[src/rtl/if_stage_if.sv]
// Fetch-side bundle of the IF stage: hazard/redirect inputs, instruction
// memory port and the IF/ID pipeline register outputs.
interface if_stage_if;
  logic        stall;
  logic        br_taken;
  logic [31:0] br_target;
  logic [31:0] imem_addr;
  logic [31:0] imem_rdata;
  logic [31:0] if_id_pc;
  logic [31:0] if_id_instr;
  logic        if_id_valid;
  logic        flush_id;

  modport master (
    input  stall,
    input  br_taken,
    input  br_target,
    input  imem_rdata,
    output imem_addr,
    output if_id_pc,
    output if_id_instr,
    output if_id_valid,
    output flush_id
  );

  modport slave (
    output stall,
    output br_taken,
    output br_target,
    output imem_rdata,
    input  imem_addr,
    input  if_id_pc,
    input  if_id_instr,
    input  if_id_valid,
    input  flush_id
  );
endinterface

[src/rtl/if_stage.sv]
// RV32I instruction-fetch stage: PC register, IF/ID register, EX redirects,
// load-use stalls, misaligned-target halt and a saturating redirect counter.
module if_stage #(
  parameter logic [31:0] RESET_PC = 32'h0000_0000
) (
  input  logic        clk,
  input  logic        rst,
  if_stage_if.master  bus,
  output logic        misalign_err,
  output logic [31:0] err_pc,
  output logic [15:0] redirect_cnt
);

  localparam int unsigned XLEN  = 32;
  localparam int unsigned CNT_W = 16;
  localparam logic [XLEN-1:0] NOP_INSTR = 32'h0000_0013;
  localparam logic [XLEN-1:0] PC_STEP   = 32'd4;

  typedef enum logic {RUN, HALT} state_t;

  state_t            state_q, state_d;
  logic [XLEN-1:0]   pc_q, pc_d;
  logic [XLEN-1:0]   ifid_pc_q, ifid_pc_d;
  logic [XLEN-1:0]   ifid_instr_q, ifid_instr_d;
  logic              ifid_valid_q, ifid_valid_d;
  logic              err_q, err_d;
  logic [XLEN-1:0]   err_pc_q, err_pc_d;
  logic [CNT_W-1:0]  cnt_q, cnt_d;
  logic              flush;
  logic              target_misaligned;

  assign target_misaligned = (bus.br_target[1:0] != 2'b00);

  // Next-state and flush: redirect beats stall beats advance; HALT freezes all.
  always_comb begin
    state_d      = state_q;
    pc_d         = pc_q;
    ifid_pc_d    = ifid_pc_q;
    ifid_instr_d = ifid_instr_q;
    ifid_valid_d = ifid_valid_q;
    err_d        = err_q;
    err_pc_d     = err_pc_q;
    cnt_d        = cnt_q;
    flush        = 1'b0;

    unique case (state_q)
      RUN: begin
        if (bus.br_taken) begin
          flush        = 1'b1;
          ifid_valid_d = 1'b0;
          if (target_misaligned) begin
            state_d  = HALT;
            err_d    = 1'b1;
            err_pc_d = bus.br_target;
          end else begin
            pc_d = bus.br_target;
            if (cnt_q != {CNT_W{1'b1}}) begin
              cnt_d = cnt_q + CNT_W'(1);
            end
          end
        end else if (!bus.stall) begin
          ifid_pc_d    = pc_q;
          ifid_instr_d = bus.imem_rdata;
          ifid_valid_d = 1'b1;
          pc_d         = pc_q + PC_STEP;
        end
      end
      HALT: begin
        ifid_valid_d = 1'b0;
      end
      default: begin
        state_d = HALT;
      end
    endcase
  end

  // State register with synchronous reset.
  always_ff @(posedge clk) begin
    if (rst) begin
      state_q      <= RUN;
      pc_q         <= RESET_PC;
      ifid_pc_q    <= '0;
      ifid_instr_q <= NOP_INSTR;
      ifid_valid_q <= 1'b0;
      err_q        <= 1'b0;
      err_pc_q     <= '0;
      cnt_q        <= '0;
    end else begin
      state_q      <= state_d;
      pc_q         <= pc_d;
      ifid_pc_q    <= ifid_pc_d;
      ifid_instr_q <= ifid_instr_d;
      ifid_valid_q <= ifid_valid_d;
      err_q        <= err_d;
      err_pc_q     <= err_pc_d;
      cnt_q        <= cnt_d;
    end
  end

  assign bus.imem_addr   = pc_q;
  assign bus.if_id_pc    = ifid_pc_q;
  assign bus.if_id_instr = ifid_instr_q;
  assign bus.if_id_valid = ifid_valid_q;
  assign bus.flush_id    = flush;
  assign misalign_err    = err_q;
  assign err_pc          = err_pc_q;
  assign redirect_cnt    = cnt_q;

endmodule

[src/flat_wrapper.sv]
// flat-port wrapper written by rule: the top's interface ports become plain ports
module if_stage_flat 
#(
  parameter logic [31:0] RESET_PC = 32'h0000_0000
)
  (clk, rst, misalign_err, err_pc, redirect_cnt, bus_stall, bus_br_taken, bus_br_target, bus_imem_rdata, bus_imem_addr, bus_if_id_pc, bus_if_id_instr, bus_if_id_valid, bus_flush_id);
  if_stage_if bus_i ();
  input  logic clk;
  input  logic rst;
  output logic misalign_err;
  output logic [31:0] err_pc;
  output logic [15:0] redirect_cnt;
  input wire logic [$bits(bus_i.stall)-1:0] bus_stall;
  input wire logic [$bits(bus_i.br_taken)-1:0] bus_br_taken;
  input wire logic [$bits(bus_i.br_target)-1:0] bus_br_target;
  input wire logic [$bits(bus_i.imem_rdata)-1:0] bus_imem_rdata;
  output wire logic [$bits(bus_i.imem_addr)-1:0] bus_imem_addr;
  output wire logic [$bits(bus_i.if_id_pc)-1:0] bus_if_id_pc;
  output wire logic [$bits(bus_i.if_id_instr)-1:0] bus_if_id_instr;
  output wire logic [$bits(bus_i.if_id_valid)-1:0] bus_if_id_valid;
  output wire logic [$bits(bus_i.flush_id)-1:0] bus_flush_id;
  assign bus_i.stall = bus_stall;
  assign bus_i.br_taken = bus_br_taken;
  assign bus_i.br_target = bus_br_target;
  assign bus_i.imem_rdata = bus_imem_rdata;
  assign bus_imem_addr = bus_i.imem_addr;
  assign bus_if_id_pc = bus_i.if_id_pc;
  assign bus_if_id_instr = bus_i.if_id_instr;
  assign bus_if_id_valid = bus_i.if_id_valid;
  assign bus_flush_id = bus_i.flush_id;
  if_stage #(.RESET_PC(RESET_PC)) u_core (.clk(clk), .rst(rst), .bus(bus_i), .misalign_err(misalign_err), .err_pc(err_pc), .redirect_cnt(redirect_cnt));
endmodule
[config.mk]
export PLATFORM = sky130hd
export DESIGN_NAME = if_stage_flat
export DESIGN_NICKNAME = d
export VERILOG_FILES = /design/src/rtl/if_stage_if.sv /design/src/rtl/if_stage.sv /design/src/flat_wrapper.sv
export SDC_FILE = /design/constraint.sdc
export NUM_CORES = 1
export LEC_CHECK = 0
export BUFFER_PORTS_ARGS = -buffer_cell sky130_fd_sc_hd__clkbuf_2
export CELL_PAD_IN_SITES_DETAIL_PLACEMENT = 1
export CELL_PAD_IN_SITES_GLOBAL_PLACEMENT = 2
export CORE_MARGIN = 5
export CORE_UTILIZATION = 30
export DETAILED_ROUTE_END_ITERATION = 7
export PLACE_DENSITY_LB_ADDON = 0.1
export SKIP_CTS_REPAIR_TIMING = 1
export SYNTH_ARGS = -nofsm -noshare
export SYNTH_HDL_FRONTEND = slang
export SYNTH_SLANG_ARGS = --single-unit
[constraint.sdc]
create_clock -name clk -period 4.98 [get_ports clk]
set_clock_uncertainty 0.05 [all_clocks]
set_input_delay 0.498 -clock clk [delete_from_list [all_inputs] [get_ports clk]]
set_output_delay 0.498 -clock clk [all_outputs]
set_load 0.1 [all_outputs]
# Word-level counts from Yosys, hierarchy flattened

Index checks and enable logic that the tools add are counted.

Register bits: 147
Bits in latches: 0
Bits in writable memories: 0
Bits in read-only memories: 0
Bits of input ports: 68
Word-level logic and storage cells: 34
Memories kept: 0

Add/subtract/negate cells: 2
$mul: 0
Div/mod/pow operators: 0
Magnitude comparators: 0
Equality and inequality tests: 4
Shift-type cells: 0
Multiplexer cells: 11
Bitwise logic cells: 4
Reductions and logical operators: 5

Operators by type and width:

| cell                    | number |
|---|---|
| $mux W32                | 3 |
| $add A32 B3 Y32 const B | 1 |
| $add A16 B1 Y16 const B | 1 |
| $ne A16 B16 Y1 const B  | 1 |
| $reduce_and A3 Y1       | 3 |
| $mux W1                 | 7 |
| $not A1 Y1              | 4 |
| $reduce_and A4 Y1       | 1 |
| $ne A3 B3 Y1 const B    | 1 |
| $ne A2 B1 Y1 const B    | 1 |
| $ne A2 B2 Y1 const B    | 1 |
| $pmux W1 S2             | 1 |
| $reduce_bool A2 Y1      | 1 |

# Longest topological paths before layout

Depth after elaboration: 4
Mapped depth: 7
Gate-level depth less buffers: 6

# Worst setup path before layout

OpenSTA, ideal clock, no wires.

Kind: input -> register
Start: input bus_br_taken
End: register u_core.err_pc_q[21], in the netlist u_core.err_pc[21]
Arrival time: 3.072 ns
Slack: 1.725 ns
Stages: 7
Path buffers: 2
Cell sequence: buf_2 clkinv_1 nor2_1 o21ai_0 clkbuf_1 nand2_1 a21oi_1

Word-level cells in the longest chain between the ends: 1

Ends and longest elaborated chain:

| element                     | line               | text |
|---|---|---|
| start: declaration          | flat_wrapper.sv:14 | `input wire logic [$bits(bus_i.br_taken)-1:0] bus_br_taken;` |
| $reduce_and A3 Y1 (no line) | --                 |  |
| end signal: assignment      | if_stage.sv:95     | `err_pc_q <= err_pc_d;` |
| end: declaration            | if_stage.sv:27     | `logic [XLEN-1:0] err_pc_q, err_pc_d;` |

No other way between the ends.
A chain may end at the register's enable or synchronous reset.

# Worst setup path after layout

Start: input bus_br_taken
End: output bus_flush_id

Word-level cells in the longest chain between the ends: 2

Ends and longest elaborated chain:

| element          | line               | text |
|---|---|---|
| $mux W1          | if_stage.sv:48     | `if (bus.br_taken) begin` |
| $mux W1          | if_stage.sv:46     | `unique case (state_q)` |
| end: declaration | flat_wrapper.sv:21 | `output wire logic [$bits(bus_i.flush_id)-1:0] bus_flush_id;` |

No other way between the ends.

==> results.json <==
{
  "dp_worst_setup_slack_ps": 1861,
  "post-route-util": 0.3989,
  "routedWlPerCell_um": 17.80,
  "grt_pass1_vias": 6157,
  "cts_max_path_buffers": 2,
  "yosysUniqueCellTypes": 61,
  "grt_pass1_wl_um": 35250,
  "seqPwrFrac": 0.392,
  "ys_top_cells_by_area": "dfxtp_1 (48%), nand2_1 (14%), a21oi_1 (9.8%)",
  "cp_data_arrival_time_ps": 2220,
  "worstSetupPathType": "in -> out",
  "min_path_type": "in -> reg",
  "startpoint_type": "input pin",
  "fin_area_um2": 8071,
  "drcViolationCount": 0,
  "ys.flop_type": "dfxtp_1",
  "hold_viol_final": 0,
  "synth-seq-cells": 147,
  "cts_tree": "yes",
  "cp_common_cell": "clkbuf_2",
  "synth.most_common_cell": "nand2_1",
  "port_buffers": 214,
  "ant_nets": 0,
  "layout_min_cycle_time_ps": 2766,
  "max-cap-violations": 0,
  "fin_tns_setup_ps": 0,
  "synth_nets": 850,
  "hpwl_um": 15620,
  "drtPass1Iterations": 4,
  "cts_sinks": 147,
  "htree_levels": 4,
  "required_ps": 4430,
  "power_leakage_uw": 0.003278,
  "critPathTopFamily": "buffers and inverters",
  "swShare": 0.3272,
  "yosysSeqAreaShare": 0.4772,
  "worst_setup_path_end_kind": "output pin",
  "place_congestion": 0.7385,
  "p_int_uw": 2172,
  "syn_inst": 780,
  "grt_remaining_overflow": 0,
  "die-area_um2": 23520,
  "peakVddDrop_v": 0.0001833,
  "synth_warnings": 0,
  "fin_ws_ps": 2214,
  "crit_chain": "clkbuf_2 > buf_4 > clkinv_1 > nor2_1 > clkbuf_2",
  "async_flop_share": 0,
  "vias": 6200,
  "area_growth_pct": 30.88,
  "slowest_delay_ps": 530,
  "n_antenna_cell": 0,
  "combPwrFrac": 0.180,
  "placed_cell_area_um2": 7448,
  "clk_latency_ps": 420,
  "root_buffer": "clkbuf_16",
  "period_share": 0.5554,
  "finish.net_count": 1041,
  "antenna_found_initial": 0,
  "grt_max_degree": 78,
  "finalMaxSlewViolations": 0,
  "worst_pin_slew_ps": 1148,
  "path_buf_inv": 4,
  "crit_fanout": 39,
  "synth_top_area_frac": 0.4772,
  "pin_count": 215,
  "die_h_um": 153.4,
  "initial_core_util": 0.3048,
  "core_area_um2": 20230,
  "cts.clk_slew.worst_paths_ps": 60,
  "cts_buffers": 17,
  "syn_area_per_cell_um2": 7.907,
  "rsz0062_at_grt": "false",
  "power.share.clock": 0.427,
  "fp-row-count": 52,
  "synth_top_cells_by_count": "nand2_1 (222), dfxtp_1 (147), a21oi_1 (121), nor2_1 (41), clkbuf_1 (37)",
  "layout-drive-gt1-share": 0.2767,
  "slew_headroom": 0.2344,
  "synth_area_um2": 6167,
  "cp_slowest_cell": "clkbuf_2",
  "synth_top_cell_by_area": "dfxtp_1",
  "setup_viol": 0,
  "avgViaCountPerCell": 4.948,
  "synth_edf_count": 0,
  "drtIter0Drc": 302,
  "drt-total-wl_um": 22310,
  "grt_usage": 0.1861,
  "timing.fmax_mhz": 361.6,
  "pwr_density_cell_nw_per_um2": 400.0,
  "netSwitchingPower_uw": 1056,
  "dieWidth_um": 153.4,
  "outcome": "finished clean"
}
==> worst min-delay path, cell delays in order <==
cell and delay, ps:
clkbuf_2 70, nand2_1 40, nand3_1 60
==> state kept, by name, indices dropped and copies added, names as in the netlist <==
name / count
u_core.bus.if_id_pc: 32
u_core.err_pc: 32
u_core.bus.if_id_instr: 32
u_core.bus.imem_addr: 32
u_core.redirect_cnt: 16
u_core.bus.if_id_valid: 1
u_core.misalign_err: 1
u_core.state_q: 1
==> worst paths after layout <==
| check | depth (start not counted) | startpoint | slack, ps | to |
|---|---|---|---|---|
| worst min-delay path | 3 | bus_imem_rdata[0] | 240 | u_core.bus.if_id_instr[0] |
| worst max-delay path | 5 | bus_br_taken | 2210 | bus_flush_id |
| worst min register to register | 2 | u_core.err_pc[1] | 400 | u_core.err_pc[1] |
| worst max register to register | 6 | u_core.bus.imem_addr[2] | 2490 | u_core.bus.imem_addr[20] |
==> cells in the final DEF, fill, tap and decap left out, types with 5 or more instances in the layout <==
cell        count
nand4_1        10
dfxtp_1       147
buf_4          10
clkbuf_16      17
nor2_1         41
and3_1          8
nand2_1       221
a22o_1          5
nor3_1          9
a211oi_1        6
a31oi_1         9
a21oi_1       121
inv_1           7
or3_1           5
nor4_1          7
o21ai_0        23
clkinvlp_4      5
and4_1          5
a22oi_1         5
nand3_1        23
a32o_1          5
xnor2_1        12
clkbuf_2      213
==> metrics by stage <==
| stage | std cells | total power [uW] | hold WS [ps] |
|---|---|---|---|
| 2_1_floorplan | 780 | 1741 | 491.4 |
| 3_3_place_gp | 1222 | 1880 | 392.8 |
| 3_5_place_dp | 1222 | 1881 | 397.7 |
| 4_1_cts | 1253 | 3272 | 220.9 |
| 5_1_grt | 1253 | 3355 | 224.0 |
| 6_report | 1253 | 3229 | 238.3 |
==> per-layer routing <==
metal	GRT usage	share of wire	vias to the layer above
met5	0	0	-
met4	0.04458	0.011	0
met3	0.04976	0.048	18
met2	0.3288	0.51	137
met1	0.2259	0.43	2953
li1	-	-	3092
==> area by class of cell <==
type | count | area (um2)
fill | 2570 | 12160
multi-input combinational | 574 | 2997
sequential | 147 | 2943
timing repair buffer | 223 | 1141
clock buffer | 19 | 442.9
tap | 270 | 337.8
clock inverter | 12 | 180.2
inverter | 8 | 30.03
==> power by group through the flow <==
stage / Sequential [uW] / Combinational, uW / Clock [uW]
after floorplan: 1600 / 141 / 0
after global placement: 1290 / 587 / 0
after detailed placement: 1290 / 588 / 0
after CTS: 1270 / 589 / 1420
after global routing: 1270 / 615 / 1470
final: 1270 / 582 / 1380
==> logic make-up after synthesis <==
family / count (synthesis) / share of synthesized area
AND/OR/NAND/NOR: 356 / 0.2668
AO/OA/AOI/OAI: 202 / 0.1929
adder cells (fa/ha/maj): 2 / 0.004057
XOR/XNOR: 12 / 0.01704
flip-flops: 147 / 0.4772
multiplexers: 2 / 0.003246
buffers and inverters: 59 / 0.03875
Note: power is estimated with default switching activity, not from simulation.
